--- config.mk ---
export PLATFORM = sky130hd
export DESIGN_NAME = alu_sequencer_flat
export DESIGN_NICKNAME = d
export VERILOG_FILES = /design/src/rtl/alu_seq_if.sv /design/src/rtl/alu_sequencer.sv /design/src/flat_wrapper.sv
export SDC_FILE = /design/constraint.sdc
export NUM_CORES = 1
export LEC_CHECK = 0
export CAP_MARGIN = 15
export CORE_MARGIN = 1.5
export CORE_UTILIZATION = 38
export CTS_CLUSTER_SIZE = 14
export DETAILED_ROUTE_END_ITERATION = 16
export GPL_TIMING_DRIVEN = 0
export PLACE_DENSITY_LB_ADDON = 0.12
export SLEW_MARGIN = 15
export SYNTH_ARGS = -nofsm -noshare
export SYNTH_HDL_FRONTEND = slang
export SYNTH_SLANG_ARGS = --single-unit
--- constraint.sdc ---
create_clock -name clk -period 2.3 [get_ports clk]
set_clock_uncertainty 0.2 [all_clocks]
set_input_delay 0.575 -clock clk [delete_from_list [all_inputs] [get_ports clk]]
set_output_delay 0.575 -clock clk [all_outputs]
set_load 0.05 [all_outputs]
--- src/rtl/alu_seq_if.sv ---
// alu_seq_if: instruction handshake, datapath controls and status of the ALU sequencer.
//   master : instruction source, drives in_valid/instr, observes everything else
//   slave  : the sequencer, drives in_ready, datapath controls, done, err, instr_count
interface alu_seq_if;
  localparam int unsigned INSTR_W = 16;
  localparam int unsigned CNT_W   = 16;

  logic               in_valid;
  logic [INSTR_W-1:0] instr;
  logic               in_ready;
  logic [2:0]         nsel;
  logic               vsel;
  logic               write;
  logic               loada;
  logic               loadb;
  logic               loadc;
  logic               loads;
  logic               asel;
  logic               bsel;
  logic [1:0]         alu_op;
  logic [1:0]         shift;
  logic               done;
  logic               err;
  logic [CNT_W-1:0]   instr_count;

  modport master (
    output in_valid, instr,
    input  in_ready, nsel, vsel, write, loada, loadb, loadc, loads,
           asel, bsel, alu_op, shift, done, err, instr_count
  );

  modport slave (
    input  in_valid, instr,
    output in_ready, nsel, vsel, write, loada, loadb, loadc, loads,
           asel, bsel, alu_op, shift, done, err, instr_count
  );
endinterface

--- src/rtl/alu_sequencer.sv ---
// alu_sequencer: multi-cycle controller sequencing register-file / ALU strobes for a
// small instruction set (MOV imm, MOV reg, ADD, CMP, AND, MVN).
// Ports:
//   clk    : clock, all state on rising edge
//   reset  : synchronous active-high reset
//   bus    : alu_seq_if.slave (instruction handshake, datapath controls, status)
// Optional feature: define ALU_SEQ_PERF_CNT_EN to enable the retired-instruction
// counter on bus.instr_count; otherwise it reads constant zero.
module alu_sequencer (
  input  logic     clk,
  input  logic     reset,
  alu_seq_if.slave bus
);
  localparam int unsigned INSTR_W = 16;
  localparam int unsigned CNT_W   = 16;

  typedef enum logic [2:0] {
    S_WAIT      = 3'd0,
    S_DECODE    = 3'd1,
    S_LOAD_A    = 3'd2,
    S_LOAD_B    = 3'd3,
    S_EXEC      = 3'd4,
    S_WRITE_REG = 3'd5,
    S_WRITE_IMM = 3'd6
  } state_e;

  state_e             state_q, state_d;
  logic [INSTR_W-1:0] ir_q, ir_d;
  logic               err_q, err_d;

  logic [2:0] opcode;
  logic [1:0] op;
  logic [1:0] sh;
  logic       is_mov_imm, is_mov_reg, is_alu, is_cmp, is_mvn;
  logic       accept_c;

  // Instruction field decode from the held IR
  assign opcode     = ir_q[15:13];
  assign op         = ir_q[12:11];
  assign sh         = ir_q[4:3];
  assign is_mov_imm = (opcode == 3'b110) && (op == 2'b10);
  assign is_mov_reg = (opcode == 3'b110) && (op == 2'b00);
  assign is_alu     = (opcode == 3'b101);
  assign is_cmp     = is_alu && (op == 2'b01);
  assign is_mvn     = is_alu && (op == 2'b11);
  assign accept_c   = (state_q == S_WAIT) && bus.in_valid;

  // Register operand fields are consumed by the datapath, not by the sequencer
  logic unused_fields;
  assign unused_fields = ^{ir_q[10:5], ir_q[2:0]};

  // State, IR and error flag registers
  always_ff @(posedge clk) begin
    if (reset) begin
      state_q <= S_WAIT;
      ir_q    <= '0;
      err_q   <= 1'b0;
    end else begin
      state_q <= state_d;
      ir_q    <= ir_d;
      err_q   <= err_d;
    end
  end

  // Next-state, IR capture and error flag update
  always_comb begin
    state_d = state_q;
    ir_d    = ir_q;
    err_d   = err_q;
    case (state_q)
      S_WAIT: begin
        if (bus.in_valid) begin
          ir_d    = bus.instr;
          err_d   = 1'b0;
          state_d = S_DECODE;
        end
      end
      S_DECODE: begin
        if (is_mov_imm)                state_d = S_WRITE_IMM;
        else if (is_mov_reg || is_mvn) state_d = S_LOAD_B;
        else if (is_alu)               state_d = S_LOAD_A;
        else begin
          state_d = S_WAIT;
          err_d   = 1'b1;
        end
      end
      S_LOAD_A:    state_d = S_LOAD_B;
      S_LOAD_B:    state_d = S_EXEC;
      S_EXEC:      state_d = is_cmp ? S_WAIT : S_WRITE_REG;
      S_WRITE_REG: state_d = S_WAIT;
      S_WRITE_IMM: state_d = S_WAIT;
      default:     state_d = S_WAIT;
    endcase
  end

  logic       in_ready_c, vsel_c, write_c, loada_c, loadb_c, loadc_c, loads_c;
  logic       asel_c, bsel_c, done_c;
  logic [2:0] nsel_c;
  logic [1:0] alu_op_c, shift_c;

  // Moore control decode from state and IR
  always_comb begin
    in_ready_c = 1'b0;
    nsel_c     = 3'b000;
    vsel_c     = 1'b0;
    write_c    = 1'b0;
    loada_c    = 1'b0;
    loadb_c    = 1'b0;
    loadc_c    = 1'b0;
    loads_c    = 1'b0;
    asel_c     = 1'b0;
    bsel_c     = 1'b0;
    alu_op_c   = 2'b00;
    shift_c    = 2'b00;
    done_c     = 1'b0;
    case (state_q)
      S_WAIT:   in_ready_c = 1'b1;
      S_LOAD_A: begin
        nsel_c  = 3'b001;
        loada_c = 1'b1;
      end
      S_LOAD_B: begin
        nsel_c  = 3'b100;
        loadb_c = 1'b1;
      end
      S_EXEC: begin
        loadc_c  = 1'b1;
        shift_c  = sh;
        // MOV reg passes B through an add with A forced to zero
        asel_c   = is_mov_reg;
        alu_op_c = is_mov_reg ? 2'b00 : op;
        loads_c  = is_cmp;
        done_c   = is_cmp;
      end
      S_WRITE_REG: begin
        nsel_c  = 3'b010;
        write_c = 1'b1;
        done_c  = 1'b1;
      end
      S_WRITE_IMM: begin
        nsel_c  = 3'b001;
        vsel_c  = 1'b1;
        write_c = 1'b1;
        done_c  = 1'b1;
      end
      default: ;
    endcase
  end

  assign bus.in_ready = in_ready_c;
  assign bus.nsel     = nsel_c;
  assign bus.vsel     = vsel_c;
  assign bus.write    = write_c;
  assign bus.loada    = loada_c;
  assign bus.loadb    = loadb_c;
  assign bus.loadc    = loadc_c;
  assign bus.loads    = loads_c;
  assign bus.asel     = asel_c;
  assign bus.bsel     = bsel_c;
  assign bus.alu_op   = alu_op_c;
  assign bus.shift    = shift_c;
  assign bus.done     = done_c;
  assign bus.err      = err_q;

`ifdef ALU_SEQ_PERF_CNT_EN
  logic [CNT_W-1:0] cnt_q;

  // Retired-instruction counter, wraps naturally
  always_ff @(posedge clk) begin
    if (reset)       cnt_q <= '0;
    else if (done_c) cnt_q <= cnt_q + CNT_W'(1);
  end

  assign bus.instr_count = cnt_q;
`else
  assign bus.instr_count = CNT_W'(0);
`endif

  logic unused_accept;
  assign unused_accept = accept_c;
endmodule

--- src/flat_wrapper.sv ---
// flat-port wrapper written by rule: the top's interface ports become plain ports
module alu_sequencer_flat 
  (clk, reset, bus_in_valid, bus_instr, bus_in_ready, bus_nsel, bus_vsel, bus_write, bus_loada, bus_loadb, bus_loadc, bus_loads, bus_asel, bus_bsel, bus_alu_op, bus_shift, bus_done, bus_err, bus_instr_count);
  alu_seq_if bus_i ();
  input  logic clk;
  input  logic reset;
  input wire logic [$bits(bus_i.in_valid)-1:0] bus_in_valid;
  input wire logic [$bits(bus_i.instr)-1:0] bus_instr;
  output wire logic [$bits(bus_i.in_ready)-1:0] bus_in_ready;
  output wire logic [$bits(bus_i.nsel)-1:0] bus_nsel;
  output wire logic [$bits(bus_i.vsel)-1:0] bus_vsel;
  output wire logic [$bits(bus_i.write)-1:0] bus_write;
  output wire logic [$bits(bus_i.loada)-1:0] bus_loada;
  output wire logic [$bits(bus_i.loadb)-1:0] bus_loadb;
  output wire logic [$bits(bus_i.loadc)-1:0] bus_loadc;
  output wire logic [$bits(bus_i.loads)-1:0] bus_loads;
  output wire logic [$bits(bus_i.asel)-1:0] bus_asel;
  output wire logic [$bits(bus_i.bsel)-1:0] bus_bsel;
  output wire logic [$bits(bus_i.alu_op)-1:0] bus_alu_op;
  output wire logic [$bits(bus_i.shift)-1:0] bus_shift;
  output wire logic [$bits(bus_i.done)-1:0] bus_done;
  output wire logic [$bits(bus_i.err)-1:0] bus_err;
  output wire logic [$bits(bus_i.instr_count)-1:0] bus_instr_count;
  assign bus_i.in_valid = bus_in_valid;
  assign bus_i.instr = bus_instr;
  assign bus_in_ready = bus_i.in_ready;
  assign bus_nsel = bus_i.nsel;
  assign bus_vsel = bus_i.vsel;
  assign bus_write = bus_i.write;
  assign bus_loada = bus_i.loada;
  assign bus_loadb = bus_i.loadb;
  assign bus_loadc = bus_i.loadc;
  assign bus_loads = bus_i.loads;
  assign bus_asel = bus_i.asel;
  assign bus_bsel = bus_i.bsel;
  assign bus_alu_op = bus_i.alu_op;
  assign bus_shift = bus_i.shift;
  assign bus_done = bus_i.done;
  assign bus_err = bus_i.err;
  assign bus_instr_count = bus_i.instr_count;
  alu_sequencer u_core (.clk(clk), .reset(reset), .bus(bus_i));
endmodule
==> impl_metrics.env, run 1 <==
export IMPL_diodes=0
export IMPL_internal_power_mw=0.333
export IMPL_worstPathArrival_ns=1.52
export IMPL_start_util=0.401
export IMPL_finalNonFillerCells=168
export IMPL_path_depth=5
export IMPL_holdPathStages=2
export IMPL_areaGrowthSynthToFinish_pct=50.4
export IMPL_ant_nets=0
export IMPL_hold_slack_ns=0.292
export IMPL_worstReg2RegEnd="u_core.ir_q[3]"
export IMPL_finalMaxSlewViolations=0
export IMPL_drt_iter0_markers=4
export IMPL_clock_path_buffers=2
export IMPL_crit_family="simple AND/OR/NAND/NOR gates"
export IMPL_r2r_start="u_core.state_q[0]"
export IMPL_path_buf_inv=2
export IMPL_powerDensity_nw_per_um2=442
export IMPL_reg2reg_depth=7
export IMPL_setup_viol=0
export IMPL_cts_tree="built"
export IMPL_period_minus_slack_ns=2.30
export IMPL_rsz0062_at_grt="yes"
export IMPL_htreeDepth=1
export IMPL_fin_ws_ns=0.00158
export IMPL_synth_ff_type="dfxtp_1"
export IMPL_clk_pin_slew_worst_paths_ns=0.08
export IMPL_synth_seq_cells=11
export IMPL_crit_path_start_kind="flip-flop"
export IMPL_cts_buffers=3
export IMPL_fmax_mhz=435
export IMPL_drc_errors=0
export IMPL_wl_per_cell_um=10.2
export IMPL_swShare=0.363
export IMPL_fp_dieH_um=48.5
export IMPL_pwr_share_clk=0.260
export IMPL_hold_viol=0
export IMPL_syn_instance_count=90
export IMPL_crit_slowest_cell="dfxtp_2"
export IMPL_synth_area_um2=787
export IMPL_peakVddDrop_uv=409
export IMPL_syn_avg_cell_area_um2=8.74
export IMPL_p_total_mw=0.523
export IMPL_p_comb_frac=0.333
export IMPL_core_um2=1960
export IMPL_antenna_found_initial=0
export IMPL_gp_congestion=0.733
export IMPL_drive_above_1_share=0.447
export IMPL_holdCritPathClass="reg2reg"
export IMPL_die_area_um2=2350
export IMPL_r2r_slack_ns=0.54
export IMPL_grt_start_max_net_pins=11
export IMPL_rows=16
export IMPL_fin_crit_sh=0.999
export IMPL_yosysWarningCount=0
export IMPL_cp_end_kind="output pin"
export IMPL_preCtsSetupSlack_ns=-0.407
export IMPL_grt_pass1_wl_um=2680
export IMPL_cts_sinks=11
export IMPL_ioPinCount=53
export IMPL_via_per_inst=4.25
export IMPL_finalNetCount=161
export IMPL_die_x_um=48.5
export IMPL_synthArstFlopShare=0
export IMPL_grt_ovfl_total=0
export IMPL_cp_max_fo=5
export IMPL_worst_ep_required_time_ns=1.52
export IMPL_power_leakage_nw=0.619
export IMPL_synth_seq_area_share=0.280
export IMPL_hold_start="u_core.ir_q[4]"
export IMPL_via_count=714
export IMPL_max_stage_delay_ns=0.33
export IMPL_wl_um=1710
export IMPL_maxCapViolCount=0
export IMPL_yosysUniqueCellTypes=32
export IMPL_clk_latency_ns=0.27
export IMPL_p_sw_mw=0.190
export IMPL_synth_edff_count=0
export IMPL_io_buffers=25
export IMPL_dp_final_hpwl_um=1240
export IMPL_dr_pass1_iters=3
export IMPL_grt_usage=0.144
export IMPL_dp_cells=158
export IMPL_place_area_um2=1140
export IMPL_final_cell_area_um2=1180
export IMPL_cts_root_buf="clkbuf_4"
export IMPL_crit_chain="buf_6 -> and2b_2 -> o21a_2 -> or2_4 -> buf_8"
export IMPL_pwr_share_seq=0.406
export IMPL_min_to="u_core.ir_q[4]"
export IMPL_first_global_vias=635
export IMPL_crit_type="reg2out"
export IMPL_status="finished clean"
[kinds of logic after synthesis]
kind of cell | share of synthesized area
mux | 0.0890
flops | 0.280
buf+inv | 0.216
other cells | 0.00476
simple gates | 0.332
compound gates | 0.0779
[area by class of cell]
| class | count | area (um2) |
|---|---|---|
| buffer | 21 | 163 |
| timing repair buffer | 31 | 258 |
| clock inverter | 1 | 5.00 |
| clock buffer | 3 | 22.5 |
| inverter | 2 | 7.51 |
| multi-input combinational | 72 | 472 |
| fill | 202 | 778 |
| sequential | 11 | 223 |
| tap | 27 | 33.8 |
[synthesized netlist by cell type, drive strengths merged (2+ instances only)]
cell   instances  area [um2]
buf           21         163
dfxtp         11         220
nor2           9        33.8
mux2i          7        70.1
and2           6        42.5
and2b          3        23.8
nand2          3        11.3
nor2b          3        18.8
nor3b          3        33.8
o21ai          3        15.0
or2            3        18.8
a31oi          2        12.5
and3           2        15.0
inv            2        7.51
nor4b          2        23.8
[flip-flops by register name, indices dropped and copies added, names as in the netlist]
name / count
u_core.ir_q: 7
u_core.state_q: 3
u_core.bus.err: 1
[how the worst max path moves through the flow]
stage | slack (ns) | to | start
2_1_floorplan | -0.09 | bus_done | u_core.state_q[0]
3_3_place_gp | -0.37 | bus_done | u_core.state_q[1]
3_5_place_dp | -0.41 | bus_done | u_core.state_q[1]
4_1_cts | -0.07 | bus_done | u_core.state_q[0]
5_1_grt | -0.04 | bus_done | u_core.state_q[0]
6_report | 0.002 | bus_done | u_core.state_q[0]
[metrics by stage]
| stage | util | setup TNS, ns |
|---|---|---|
| finish | 0.603 | 0 |
| floorplan | - | -0.0945 |
| global route | 0.603 | -0.0373 |
| detailed placement | 0.580 | -3.49 |
| CTS | 0.588 | -0.0689 |
| global placement | 0.580 | -3.05 |
[placed cells by master, fill, tap and decap left out, drive strengths merged, types with 2 or more instances in the layout]
cell           instances
nor2                   9
o21ai                  3
nor4b                  2
or2                    3
buf                   36
mux2i                  7
and2b                  3
conb                  17
clkbuf                 6
nor3b                  3
a31oi                  2
clkdlybuf4s15          2
clkdlybuf4s50          9
and3                   2
and2                   6
nor2b                  3
nand2                  3
inv                    2
dfxtp                 11
[repair_timing]
item	in CTS	in global routing
pin swaps	1	3
endpoints found under the setup margin	16	8
gates resized for setup	68	14
gates cloned	0	1
buffers inserted	2	3
hold buffers	0	0
[worst min-delay path: cells and delay by family, from the launching register on]
kind | cells | cell delay [ns]
mux | 1 | 0.06
simple gates | 1 | 0.07
flops | 1 | 0.33
[power by group through the flow]
| stage | sequential [mW] | clock (mW) | combinational [mW] |
|---|---|---|---|
| finish | 0.212 | 0.136 | 0.174 |
| detailed placement | 0.216 | 0 | 0.169 |
| global placement | 0.215 | 0 | 0.167 |
| global route | 0.214 | 0.147 | 0.184 |
| floorplan | 0.219 | 0 | 0.135 |
| CTS | 0.211 | 0.139 | 0.168 |
[metal layers]
metal  vias to the layer above  share of wire  global-route usage
met5                         -              0                   0
met4                         0         0.0082              0.0714
met3                         2          0.048              0.0216
met2                        21           0.48               0.273
met1                       320           0.46               0.155
li1                        371              -                   -
Power figures use the tool's default switching activity.
==> run 2: changes to the inputs <==
--- a/config.mk
+++ b/config.mk
@@ -12,7 +12,7 @@
 export DETAILED_ROUTE_END_ITERATION = 16
 export GPL_TIMING_DRIVEN = 0
 export PLACE_DENSITY_LB_ADDON = 0.12
-export SLEW_MARGIN = 15
+export SLEW_MARGIN = 20
 export SYNTH_ARGS = -nofsm -noshare
 export SYNTH_HDL_FRONTEND = slang
 export SYNTH_SLANG_ARGS = --single-unit
==> constraint.sdc (replaced) <==
create_clock -name clk -period 2.7 [get_ports clk]
set_clock_uncertainty 0.2 [all_clocks]
set_input_delay 0.675 -clock clk [delete_from_list [all_inputs] [get_ports clk]]
set_output_delay 0.675 -clock clk [all_outputs]
set_load 0.05 [all_outputs]
==> impl_metrics.env, run 2 (synthesized netlist as in run 1, its figures left out) <==
export IMPL_hold_viol=0
export IMPL_start_util=0.401
export IMPL_cts_root_buf="clkbuf_4"
export IMPL_drc_errors=0
export IMPL_worst_ep_required_time_ns=1.82
export IMPL_tns_ns=0
export IMPL_peakVddDrop_uv=203
export IMPL_fillerInstances=206
export IMPL_die_area_um2=2350
export IMPL_first_global_vias=623
export IMPL_fp_dieH_um=48.5
export IMPL_grt_start_max_net_pins=11
export IMPL_top_register="u_core.ir_q"
export IMPL_highest_layer="met4"
export IMPL_status="finished clean"
export IMPL_crit_type="reg2out"
export IMPL_crit_path_start_kind="flip-flop"
export IMPL_dp_final_hpwl_um=1180
export IMPL_powerDensity_nw_per_um2=377
export IMPL_dr_pass1_iters=4
export IMPL_met2_length_um=755
export IMPL_ctsHoldBuffers=0
export IMPL_clk_pin_slew_worst_paths_ns=0.08
export IMPL_wl_um=1560
export IMPL_drive_above_1_share=0.301
export IMPL_cp_end_kind="output pin"
export IMPL_grt_ovfl_total=0
export IMPL_die_x_um=48.5
export IMPL_cp_max_fo=9
export IMPL_ant_nets=0
export IMPL_core_um2=1960
export IMPL_finalMaxSlewViolations=0
export IMPL_rows=16
export IMPL_worstPathArrival_ns=1.74
export IMPL_cts_sinks=11
export IMPL_cts_tree="built"
export IMPL_wl_met3_um=131
export IMPL_reg2reg_depth=4
export IMPL_rsz0062_at_grt="no"
export IMPL_clk_latency_ns=0.27
export IMPL_io_buffers=25
export IMPL_power_leakage_nw=0.599
export IMPL_final_common_cell="buf_4"
export IMPL_grt_pass1_wl_um=2570
export IMPL_period_minus_slack_ns=2.61
export IMPL_wl_per_cell_um=9.56
export IMPL_antenna_found_initial=0
export IMPL_gp_congestion=0.738
export IMPL_drt_iter0_markers=5
export IMPL_diodes=0
export IMPL_via_per_inst=4.24
export IMPL_hold_slack_ns=0.292
export IMPL_htreeDepth=1
export IMPL_layout_common_cells="buf_4 (19), conb_1 (17), dfxtp_1 (11)"
export IMPL_holdPathStages=2
export IMPL_fmax_mhz=383
export IMPL_maxCapViolCount=0
export IMPL_largest_reg_flops=7
export IMPL_ioPinCount=53
export IMPL_holdCritPathClass="reg2reg"
export IMPL_setup_viol=0
export IMPL_via_count=691
export IMPL_clock_path_buffers=2
export IMPL_areaGrowthSynthToFinish_pct=47.1
export IMPL_grt_usage=0.139
export IMPL_finalNetCount=156
export IMPL_cts_buffers=3
export IMPL_routedLengthMet1_um=657
export IMPL_fin_crit_sh=0.968
-- run 2: final timing paths --
kind	start	end	slack, ns
worst min-delay path	u_core.ir_q[3]	u_core.ir_q[3]	0.29
worst max register to register	u_core.state_q[2]	u_core.state_q[0]	1.19
worst max-delay path	u_core.state_q[0]	bus_alu_op[0]	0.09
worst min register to register	u_core.ir_q[3]	u_core.ir_q[3]	0.29
-- run 2: per-layer routing --
layer,global-route usage,vias to the layer above
met5,0,-
li1,-,360
met1,0.156,300
met2,0.243,29
met3,0.0278,2
met4,0.0810,0
-- run 2: timing repair --
action	CTS	global route
endpoints found under the setup margin	16	9
pin swaps	0	1
gates resized for setup	22	8
setup buffers	0	1
-- run 2: power breakdown --
part / internal, mW / switching [mW]
sequential: 0.172 / 0.00831
clock: 0.0547 / 0.0591
combinational: 0.0527 / 0.0896
-- run 2: stage by stage --
step	std cells	power (mW)	setup WS [ns]	cell area [um2]	util
final	163	0.436	0.0860	1160	0.590
after global routing	163	0.458	0.00186	1160	0.590
after CTS	162	0.442	0.00721	1150	0.585
after detailed placement	158	0.327	-0.118	1130	0.578
after global placement	158	0.325	-0.118	1130	0.578
after floorplan	106	0.301	0.0874	850	-
-- run 2: layout make-up --
class | count | area [um2] | area share
plain buffers | 21 | 163 | 0.141
clock buffers | 3 | 22.5 | 0.0195
clock inverters | 1 | 5.00 | 0.00432
inverters | 2 | 7.51 | 0.00649
multi-input cells | 72 | 459 | 0.397
flip-flops and latches | 11 | 220 | 0.190
well taps | 27 | 33.8 | 0.0292
repair buffers | 26 | 246 | 0.213
-- run 2: worst max-delay path: stages, from the launching register on --
cell	delay, ns
dfxtp_1	0.31
buf_6	0.13
nor3b_4	0.32
and2_2	0.20
dlygate4sd2_1	0.52
==> run 3: changes to the inputs <==
--- a/config.mk
+++ b/config.mk
@@ -7,7 +7,7 @@
 export LEC_CHECK = 0
 export CAP_MARGIN = 15
 export CORE_MARGIN = 1.5
-export CORE_UTILIZATION = 38
+export CORE_UTILIZATION = 35
 export CTS_CLUSTER_SIZE = 14
 export DETAILED_ROUTE_END_ITERATION = 16
 export GPL_TIMING_DRIVEN = 0
==> constraint.sdc (replaced) <==
create_clock -name clk -period 2.94 [get_ports clk]
set_clock_uncertainty 0.2 [all_clocks]
set_input_delay 0.735 -clock clk [delete_from_list [all_inputs] [get_ports clk]]
set_output_delay 0.735 -clock clk [all_outputs]
set_load 0.05 [all_outputs]
==> impl_metrics.env, run 3 (synthesized netlist as in run 1, its figures left out) <==
export IMPL_r2r_slack_ns=1.45
export IMPL_final_common_cell="buf_4"
export IMPL_holdCritPathClass="reg2reg"
export IMPL_ioPinCount=53
export IMPL_top_register="u_core.ir_q"
export IMPL_grt_pass1_wl_um=2530
export IMPL_crit_chain="and2b_2 -> and2b_1 -> clkdlybuf4s50_1"
export IMPL_rsz0062_at_grt="no"
export IMPL_grt_ovfl_total=0
export IMPL_setup_worst_path_start="u_core.state_q[1]"
export IMPL_worst_ep_required_time_ns=2.01
export IMPL_reg2reg_depth=4
export IMPL_cp_end_kind="output pin"
export IMPL_clk_pin_slew_worst_paths_ns=0.07
export IMPL_path_depth=3
export IMPL_worstReg2RegEnd="u_core.state_q[0]"
export IMPL_relSlewSlack=0.664
export IMPL_endpoint="bus_loada"
export IMPL_ctsHoldBuffers=0
export IMPL_drt_iter0_markers=7
export IMPL_finalNetCount=155
export IMPL_max_stage_delay_ns=0.79
export IMPL_io_buffers=25
export IMPL_clk_latency_ns=0.26
export IMPL_wl_per_cell_um=9.62
export IMPL_finalMaxSlewViolations=0
export IMPL_internal_power_mw=0.260
export IMPL_grt_start_max_net_pins=11
export IMPL_crit_path_start_kind="flip-flop"
export IMPL_p_total_mw=0.401
export IMPL_via_per_inst=4.19
export IMPL_die_x_um=50.4
export IMPL_first_global_vias=590
export IMPL_period_minus_slack_ns=2.84
export IMPL_fillerInstances=206
export IMPL_crit_family="buffers and inverters"
export IMPL_antenna_found_initial=0
export IMPL_hold_viol=0
export IMPL_clock_path_buffers=2
export IMPL_worstPathArrival_ns=1.91
export IMPL_ant_nets=0
export IMPL_cts_sinks=11
export IMPL_fp_dieH_um=50.4
export IMPL_dr_pass1_iters=3
export IMPL_cts_buffers=3
export IMPL_drive_above_1_share=0.259
export IMPL_worst_pin_slew_ns=0.503
export IMPL_wl_um=1560
export IMPL_dp_final_hpwl_um=1260
export IMPL_crit_type="reg2out"
export IMPL_p_comb_frac=0.329
export IMPL_start_util=0.385
export IMPL_core_um2=2040
export IMPL_p_sw_mw=0.141
export IMPL_peakVddDrop_uv=286
export IMPL_final_cell_area_um2=1160
export IMPL_r2r_start="u_core.state_q[2]"
export IMPL_tns_ns=0
export IMPL_crit_slowest_cell="clkdlybuf4s50_1"
export IMPL_drc_errors=0
export IMPL_layout_common_cells="buf_4 (18), conb_1 (17), clkdlybuf4s50_1 (12)"
export IMPL_areaGrowthSynthToFinish_pct=47.4
export IMPL_cts_tree="built"
export IMPL_path_buf_inv=1
export IMPL_gp_congestion=0.739
export IMPL_rows=16
export IMPL_status="finished clean"
export IMPL_cts_root_buf="clkbuf_4"
export IMPL_diodes=0
export IMPL_htreeDepth=1
export IMPL_fin_crit_sh=0.967
export IMPL_cp_max_fo=8
export IMPL_multiInputGateArea_um2=457
export IMPL_pwr_share_seq=0.413
export IMPL_maxCapViolCount=0
export IMPL_pwr_share_clk=0.258
export IMPL_regArea_um2=220
export IMPL_largest_reg_flops=7
export IMPL_via_count=679
export IMPL_grt_usage=0.129
export IMPL_fmax_mhz=352
export IMPL_power_leakage_nw=0.670
export IMPL_setup_viol=0
export IMPL_place_area_um2=1130
export IMPL_swShare=0.352
export IMPL_powerDensity_nw_per_um2=345
export IMPL_die_area_um2=2540
-- run 3: power by group through the flow --
stage          sequential [mW]  combinational [mW]  clock (mW)
3_3_place_gp             0.168               0.130           0
5_1_grt                  0.167               0.140       0.113
3_5_place_dp             0.169               0.131           0
6_report                 0.166               0.132       0.103
4_1_cts                  0.166               0.132       0.108
2_1_floorplan            0.171               0.106           0
-- run 3: layer usage --
metal / global-route usage / part of all wire / up-vias / wire (um)
met3: 0.0238 / 0.081 / 2 / 126
met4: 0.0541 / 0.0026 / 0 / 4
met5: 0 / 0 / - / 0
met2: 0.221 / 0.47 / 28 / 730
met1: 0.158 / 0.45 / 289 / 699
li1: - / - / 360 / -
-- run 3: area by class of cell --
type | instances | share of cell area
inverters | 2 | 0.00647
clock buffers | 4 | 0.0227
flip-flops and latches | 11 | 0.190
repair buffers | 25 | 0.218
multi-input cells | 72 | 0.394
plain buffers | 21 | 0.140
well taps | 27 | 0.0291
-- run 3: timing repair --
| action | in CTS | in global routing |
|---|---|---|
| resized for setup | 8 | 5 |
| endpoints found under the setup margin | 8 | 5 |
| buffers inserted | 0 | 0 |
-- run 3: per-stage QoR --
step                utilization  instances  setup WS, ns  hold slack (ns)
global placement          0.554        158         0.129            0.263
global route              0.568        162      0.000900            0.347
detailed placement        0.554        158         0.104            0.281
finish                    0.568        162        0.0961            0.298
CTS                       0.562        162      0.000928            0.301
floorplan                     -        106        0.0805            0.251
-- run 3: how the worst min path moves through the flow --
| stage | start | cells after the start | to |
|---|---|---|---|
| after global placement | u_core.ir_q[3] | 2 | u_core.ir_q[3] |
| after global routing | u_core.ir_q[4] | 2 | u_core.ir_q[4] |
| final | u_core.ir_q[3] | 2 | u_core.ir_q[3] |
| after detailed placement | u_core.ir_q[3] | 2 | u_core.ir_q[3] |
| after CTS | u_core.ir_q[3] | 2 | u_core.ir_q[3] |
| after floorplan | u_core.ir_q[3] | 2 | u_core.ir_q[3] |
-- run 3: worst register-to-register path, stage by stage, from the launching register on --
cell and delay [ns]:
dfxtp_1 0.34, buf_6 0.14, or4_1 0.52, nand3b_1 0.12, a31oi_1 0.05
